==> src/rtl/gamepad_poller.sv <==
// SNES-style serial gamepad scanner: latches two pads, clocks 16 bits out of each
// in parallel and publishes both button words together when a scan completes.
module gamepad_poller #(
    parameter int LATCH_CYCLES = 240,
    parameter int HALF_PERIOD  = 120,
    parameter int BUTTONS      = 16
) (
    input  logic        clk,
    input  logic        reset,
    input  logic        enable,
    input  logic        start,
    input  logic        clear_overrun,
    input  logic        pad_p1_data,
    input  logic        pad_p2_data,
    output logic        gamepad_clk,
    output logic        gamepad_latch,
    output logic [15:0] p1_buttons,
    output logic [15:0] p2_buttons,
    output logic        busy,
    output logic        done,
    output logic        overrun
);

    localparam int CNT_MAX = (LATCH_CYCLES > HALF_PERIOD) ? LATCH_CYCLES : HALF_PERIOD;
    localparam int CW      = $clog2(CNT_MAX);

    localparam logic [CW-1:0] LATCH_LOAD = CW'(LATCH_CYCLES - 1);
    localparam logic [CW-1:0] HALF_LOAD  = CW'(HALF_PERIOD - 1);
    localparam logic [3:0]    LAST_BIT   = 4'(BUTTONS - 1);

    localparam logic [1:0] ST_IDLE   = 2'd0;
    localparam logic [1:0] ST_LATCH  = 2'd1;
    localparam logic [1:0] ST_CLK_LO = 2'd2;
    localparam logic [1:0] ST_CLK_HI = 2'd3;

    logic [1:0]         state_q, state_d;
    logic [CW-1:0]      cnt_q, cnt_d;
    logic [3:0]         bit_q, bit_d;
    logic [BUTTONS-1:0] sh1_q, sh1_d;
    logic [BUTTONS-1:0] sh2_q, sh2_d;
    logic [BUTTONS-1:0] p1_q, p1_d;
    logic [BUTTONS-1:0] p2_q, p2_d;
    logic               clk_q, clk_d;
    logic               latch_q, latch_d;
    logic               busy_q, busy_d;
    logic               done_q, done_d;
    logic               ovr_q, ovr_d;
    logic               start_prev_q;
    logic               p1_meta_q, p1_sync_q;
    logic               p2_meta_q, p2_sync_q;

    always_comb begin
        state_d = state_q;
        cnt_d   = cnt_q;
        bit_d   = bit_q;
        sh1_d   = sh1_q;
        sh2_d   = sh2_q;
        p1_d    = p1_q;
        p2_d    = p2_q;
        clk_d   = clk_q;
        latch_d = latch_q;
        busy_d  = busy_q;
        done_d  = 1'b0;
        ovr_d   = ovr_q;

        case (state_q)
            ST_IDLE: begin
                if (enable && start) begin
                    state_d = ST_LATCH;
                    latch_d = 1'b1;
                    busy_d  = 1'b1;
                    cnt_d   = LATCH_LOAD;
                end
            end
            ST_LATCH: begin
                if (cnt_q == '0) begin
                    state_d = ST_CLK_LO;
                    latch_d = 1'b0;
                    clk_d   = 1'b0;
                    cnt_d   = HALF_LOAD;
                    bit_d   = 4'd0;
                end else begin
                    cnt_d = cnt_q - 1'b1;
                end
            end
            ST_CLK_LO: begin
                if (cnt_q == '0) begin
                    // Pads drive active-low data; store 1 = pressed.
                    sh1_d[bit_q] = ~p1_sync_q;
                    sh2_d[bit_q] = ~p2_sync_q;
                    state_d      = ST_CLK_HI;
                    clk_d        = 1'b1;
                    cnt_d        = HALF_LOAD;
                end else begin
                    cnt_d = cnt_q - 1'b1;
                end
            end
            ST_CLK_HI: begin
                if (cnt_q == '0) begin
                    if (bit_q == LAST_BIT) begin
                        state_d = ST_IDLE;
                        busy_d  = 1'b0;
                        done_d  = 1'b1;
                        p1_d    = sh1_q;
                        p2_d    = sh2_q;
                    end else begin
                        state_d = ST_CLK_LO;
                        clk_d   = 1'b0;
                        cnt_d   = HALF_LOAD;
                        bit_d   = bit_q + 1'b1;
                    end
                end else begin
                    cnt_d = cnt_q - 1'b1;
                end
            end
            default: state_d = ST_IDLE;
        endcase

        // Abort wins over any phase progress, and never publishes a partial scan.
        if (!enable && state_q != ST_IDLE) begin
            state_d = ST_IDLE;
            clk_d   = 1'b1;
            latch_d = 1'b0;
            busy_d  = 1'b0;
            done_d  = 1'b0;
            p1_d    = p1_q;
            p2_d    = p2_q;
        end

        // A held start is one request; only a fresh assertion during a scan overruns.
        if (start && !start_prev_q && state_q != ST_IDLE) begin
            ovr_d = 1'b1;
        end else if (clear_overrun) begin
            ovr_d = 1'b0;
        end
    end

    always_ff @(posedge clk) begin
        if (reset) begin
            state_q      <= ST_IDLE;
            cnt_q        <= '0;
            bit_q        <= 4'd0;
            sh1_q        <= '0;
            sh2_q        <= '0;
            p1_q         <= '0;
            p2_q         <= '0;
            clk_q        <= 1'b1;
            latch_q      <= 1'b0;
            busy_q       <= 1'b0;
            done_q       <= 1'b0;
            ovr_q        <= 1'b0;
            start_prev_q <= 1'b0;
            p1_meta_q    <= 1'b1;
            p1_sync_q    <= 1'b1;
            p2_meta_q    <= 1'b1;
            p2_sync_q    <= 1'b1;
        end else begin
            state_q      <= state_d;
            cnt_q        <= cnt_d;
            bit_q        <= bit_d;
            sh1_q        <= sh1_d;
            sh2_q        <= sh2_d;
            p1_q         <= p1_d;
            p2_q         <= p2_d;
            clk_q        <= clk_d;
            latch_q      <= latch_d;
            busy_q       <= busy_d;
            done_q       <= done_d;
            ovr_q        <= ovr_d;
            start_prev_q <= start;
            p1_meta_q    <= pad_p1_data;
            p1_sync_q    <= p1_meta_q;
            p2_meta_q    <= pad_p2_data;
            p2_sync_q    <= p2_meta_q;
        end
    end

    assign gamepad_clk   = clk_q;
    assign gamepad_latch = latch_q;
    assign p1_buttons    = p1_q;
    assign p2_buttons    = p2_q;
    assign busy          = busy_q;
    assign done          = done_q;
    assign overrun       = ovr_q;

endmodule

==> config.mk <==
export PLATFORM = sky130hd
export DESIGN_NAME = gamepad_poller
export DESIGN_NICKNAME = d
export VERILOG_FILES = /design/src/rtl/gamepad_poller.sv
export SDC_FILE = /design/constraint.sdc
export NUM_CORES = 1
export LEC_CHECK = 0
export CAP_MARGIN = 20
export CORE_UTILIZATION = 35
export DETAILED_ROUTE_END_ITERATION = 10
export PLACE_DENSITY = 0.62
export SETUP_SLACK_MARGIN = 0.3
export SLEW_MARGIN = 10
export SYNTH_ARGS = -nofsm -noshare
export SYNTH_HDL_FRONTEND = slang
export SYNTH_SLANG_ARGS = --single-unit
==> constraint.sdc <==
create_clock -name clk -period 5.4 [get_ports clk]
set_input_delay 0.54 -clock clk [delete_from_list [all_inputs] [get_ports clk]]
set_output_delay 0.54 -clock clk [all_outputs]
set_load 0.01 [all_outputs]
==> results.tsv, run 1 <==
metric	value	unit
cts_max_level	3	
gp_congestion	0.806	
n_antenna_cell	0	
path_buf_inv	1	
ys.flop_type	dfxtp_1	
status	completed	
wirelength	8560	µm
max_slew.worst_pin.slew	0.816	ns
start_util	36.1	%
viasPerCell	5.33	
area_growth	19.4	%
p_leak	1.44	nW
cp_max_fo	26	
gr-total-overflow	0	
grtUsageTotal	16.3	%
post-route-period-util	45.7	%
cp.arrival	2.68	ns
synthDistinctLibCells	43	
end_kind	register	
r2r_cells	6	
cp.required	5.61	ns
synth_area	3720	µm²
crit_path_top_delay_cell	nand4_1	
vias	3127	
drt_pass1_iterations	4	
crit_cells	6	
syn_nets	439	
grt_pass1_vias	2842	
synthCells	426	
die_w	105	µm
finalSetupViolations	0	
hpwl	5510	µm
numCtsBuffers	9	
holdWs	0.413	ns
ctsResizeCount	0	
wl_per_cell	14.6	µm
drv_cap	0	
ioPinCount	44	
crit_chain	ha_1, and3_1, nand4_1, buf_4, o21ai_0, a21oi_1	
synth_seq_area_share	47.3	%
multi_input_area	1780	µm²
holdPathStages	1	
postCtsSetupRepairBufs	0	
hp-class	register to register	
finalInstanceArea	4450	µm²
clock_sinks	88	
worstSetupPathType	register to register	
ir_worst_vdd	0.000132	V
clkTransAtPathRegs	0.08	ns
rsz0062_at_grt	false	
drt_iter0_drc	193	
postSynth.asyncResetShare	0	%
placeableCoreArea	10300	µm²
tns	0	ns
ys_ff_latch	88	
synth_edf_count	0	
cts_buffer_depth	2	
drive_above_1_share	10.2	%
mostFrequentLayoutCells	dfxtp_1 (88), a21oi_1 (68), clkdlybuf4s50_1 (42)	
crit_path_start_kind	register	
grt_start_max_net_pins	88	
drc	0	
drv_slew	0	
fillCellCount	1021	
yosys_warnings	0	
hold_viol_final	0	
grt_first_pass_wirelength	14400	µm
crit_family	simple AND/OR/NAND/NOR gates	
finClkSkew	0.0145	ns
ctsHoldBuffers	0	
root_buffer	clkbuf_8	
antenna_found_initial	0	
critPathMaxStageDelay	0.59	ns
clk_latency	0.36	ns
fmax	405	MHz
tritoncts	built	
placed_area	4210	µm²
layout_min_cycle_time	2.47	ns
max-slew-margin-rel	45.6	%
io_buffers	43	
final_common_cell	dfxtp_1	
rows	37	
register_area	1760	µm²
nNetsFinal	460	
power.density	309	nW/µm²
syn_avg_cell_area	8.74	µm²
antenna_left	0	
die_y	105	µm
die_area	11100	µm²
## cell usage after synthesis (all sizes together), types with 2 or more instances
library cell,number,share of area [%]
nand3,41,5.5
clkbuf,37,3.7
nand2b,12,2.0
nor3b,2,0.40
o32ai,2,0.47
nor2b,3,0.50
nand4,8,1.3
and3,2,0.34
or4,2,0.50
mux2i,8,2.1
a211oi,2,0.40
nor2,10,1.0
inv,6,0.60
a31oi,3,0.50
and2,6,1.0
a21o,2,0.40
nor4,2,0.91
o21ai,35,4.7
buf,2,0.60
nand2,19,1.9
a21oi,68,9.1
nor3,8,1.1
a311oi,19,4.5
dfxtp,88,47
or2,17,2.9
and4,2,0.47
ha,6,2.0
## worst paths after layout
kind | startpoint | to | slack [ns]
worst max register to register | bit_q[0] | p2_buttons[9] | 2.93
worst min-delay path | p1_meta_q | p1_sync_q | 0.41
worst max-delay path | bit_q[0] | p2_buttons[9] | 2.93
worst min register to register | p1_meta_q | p1_sync_q | 0.41
## where the power goes
part           internal, W  total, W  switching, W
Sequential        0.000663  0.000684     0.0000210
Combinational    0.0000532  0.000147     0.0000936
Clock             0.000308  0.000546      0.000238
Total              0.00102   0.00138      0.000353
## cell type report
cell class / count / area share [%]
timing repair buffer: 49 / 10.6
clock inverter: 6 / 2.62
tap: 136 / 3.82
clock buffer: 9 / 2.78
sequential: 88 / 39.6
multi-input combinational: 293 / 40.1
inverter: 6 / 0.506
## stage by stage
| step | instances | worst slack [ns] | utilization [%] | total power (W) |
|---|---|---|---|---|
| 6_report | 587 | 2.93 | 43.1 | 0.00138 |
| 5_1_grt | 587 | 2.66 | 43.1 | 0.00144 |
| 4_1_cts | 587 | 2.94 | 43.1 | 0.00139 |
| 3_5_place_dp | 572 | 2.95 | 40.8 | 0.000845 |
| 3_3_place_gp | 572 | 2.97 | 40.8 | 0.000842 |
| 2_1_floorplan | 426 | 3.53 | - | 0.000801 |
## state kept, by name, indices dropped and copies added, names as in the netlist
name	cells
p1_buttons	16
p2_buttons	16
sh1_q	16
sh2_q	16
cnt_q	8
bit_q	4
state_q	2
busy	1
done	1
gamepad_clk	1
gamepad_latch	1
overrun	1
p1_meta_q	1
p1_sync_q	1
p2_meta_q	1
p2_sync_q	1
start_prev_q	1
## routing by layer
| metal | track usage [%] | routed length, µm |
|---|---|---|
| met5 | 0 | 0 |
| met3 | 2.87 | 375 |
| met4 | 6.04 | 80 |
| met2 | 24.6 | 3770 |
| met1 | 23.2 | 4340 |
## kinds of logic after synthesis
family | count (synthesis) | share of synthesized area (%)
and+or+nand+nor | 137 | 21.0
AOI/OAI and AO/OA | 141 | 22.4
DFF | 88 | 47.3
xor gates and xnor gates | 1 | 0.235
adders and majority gates | 6 | 2.02
buffers and inverters | 45 | 4.94
muxes | 8 | 2.15
Power figures use the tool's default switching activity.
==> inputs of run 2 (changes only) <==
- clock period: 5.4 -> 2.4 ns (I/O delays scaled with it)
==> results.tsv, run 2 (same netlist as run 1, synthesis figures left out) <==
metric	value	unit	change
layout_min_cycle_time	1.97	ns	was 2.47 ns
antenna_found_initial	0		unchanged
crit_path_start_kind	register		unchanged
cp.required	2.70	ns	was 5.61 ns
hp-class	primary input to register		was register to register
grt_pass1_vias	2997		was 2842
p_leak	1.51	nW	was 1.44 nW
post-route-period-util	82.1	%	was 45.7%
drt_iter0_drc	207		was 193
viasPerCell	5.38		was 5.33
drv_slew	0		unchanged
status	completed		unchanged
drv_cap	0		unchanged
io_buffers	43		unchanged
wirelength	8860	µm	was 8560 µm
hold_start	reset		was p1_meta_q
gp_congestion	0.802		was 0.806
max-slew-margin-rel	59.9	%	was 45.6%
r2r_cells	7		was 6
clkTransAtPathRegs	0.09	ns	was 0.08 ns
cp.arrival	2.27	ns	was 2.68 ns
drive_above_1_share	13.0	%	was 10.2%
crit_chain	inv_1, ha_1, nor3b_2, buf_4, nand3_1, or4_1, a21oi_1		was ha_1, and3_1, nand4_1, buf_4, o21ai_0, a21oi_1
final_common_cell	dfxtp_1		unchanged
r2r-start	cnt_q[0]		was bit_q[0]
nNetsFinal	471		was 460
placed_area	4290	µm²	was 4210 µm²
rsz0062_at_grt	true		was false
postCtsSetupRepairBufs	0		unchanged
worstSetupPathType	register to register		unchanged
die_w	105	µm	unchanged
rows	37		unchanged
ctsResizeCount	0		unchanged
cts_max_level	3		unchanged
finalInstanceArea	4550	µm²	was 4450 µm²
wl_per_cell	14.8	µm	was 14.6 µm
holdWs	0.379	ns	was 0.413 ns
root_buffer	clkbuf_8		unchanged
grt_first_pass_wirelength	14900	µm	was 14400 µm
finalSetupViolations	0		unchanged
antenna_left	0		unchanged
max_slew.worst_pin.slew	0.602	ns	was 0.816 ns
grtUsageTotal	16.8	%	was 16.3%
cp_max_fo	9		was 26
end_kind	register		unchanged
tns	0	ns	unchanged
crit_path_top_delay_cell	or4_1		was nand4_1
clock_sinks	88		unchanged
drt_pass1_iterations	4		unchanged
mostFrequentLayoutCells	dfxtp_1 (88), a21oi_1 (68), clkdlybuf4s50_1 (42)		unchanged
ctsHoldBuffers	0		unchanged
die_area	11100	µm²	unchanged
tritoncts	built		unchanged
ir_worst_vdd	0.000325	V	was 0.000132 V
start_util	36.1	%	unchanged
clk_latency	0.37	ns	was 0.36 ns
placeableCoreArea	10300	µm²	unchanged
area_growth	22.2	%	was 19.4%
gr-total-overflow	0		unchanged
grt_start_max_net_pins	36		was 88
numCtsBuffers	9		unchanged
hold_viol_final	0		unchanged
drc	0		unchanged
ioPinCount	44		unchanged
cts_buffer_depth	2		unchanged
power.density	682	nW/µm²	was 309 nW/µm²
hpwl	5980	µm	was 5510 µm
critPathMaxStageDelay	0.51	ns	was 0.59 ns
dp.cells	583		was 572
die_y	105	µm	unchanged
holdPathStages	2		was 1
fmax	507	MHz	was 405 MHz
vias	3221		was 3127
n_antenna_cell	0		unchanged
finClkSkew	0.0112	ns	was 0.0145 ns
fin_cells	599		was 587
cp-startpoint	cnt_q[0]		was bit_q[0]
## run 2: per-layer routing
layer / vias to the layer above / wire length [µm] / track usage, % / share of wire (%)
met4: 0 / 78 / 4.23 / 0.88
met1: 1519 / 4260 / 22.6 / 48
met3: 8 / 468 / 4.74 / 5.3
met2: 84 / 4050 / 26.5 / 46
met5: - / 0 / 0 / 0
li1: 1610 / - / - / -
## run 2: cell type report
| type | count | area, µm² |
|---|---|---|
| Fill cell | 1006 | 5770 |
| Sequential cell | 88 | 1760 |
| Clock buffer | 10 | 138 |
| Timing Repair Buffer | 60 | 561 |
| Inverter | 6 | 22.5 |
| Clock inverter | 6 | 97.6 |
| Multi-Input combinational cell | 293 | 1800 |
| Tap cell | 136 | 170 |
## run 2: final timing paths
kind | to | slack [ns]
worst max register to register | bit_q[3] | 0.43
worst max-delay path | bit_q[3] | 0.43
worst min register to register | p1_sync_q | 0.42
worst min-delay path | bit_q[0] | 0.38
## run 2: where the power goes
group	switching [W]	leakage [nW]	internal, W
Combinational	0.000219	0.679	0.000143
Sequential	0.0000505	0.713	0.00149
Clock	0.000570	0.119	0.000631
## run 2: critical path, delay by kind of cell, from the launching register on
family	cells	cell delay, ns
AO/OA/AOI/OAI	1	0.14
adder cells (fa/ha/maj)	1	0.19
buffers and inverters	2	0.32
flip-flops	1	0.36
AND/OR/NAND/NOR	3	0.90
## run 2: through the flow
step | util [%] | power [W] | setup slack (ns)
after detailed placement | 41.6 | 0.00193 | 0.382
after global routing | 44.1 | 0.00323 | 0.286
after global placement | 41.6 | 0.00192 | 0.477
after CTS | 43.8 | 0.00311 | 0.359
after floorplan | - | 0.00180 | 0.533
final | 44.1 | 0.00311 | 0.429
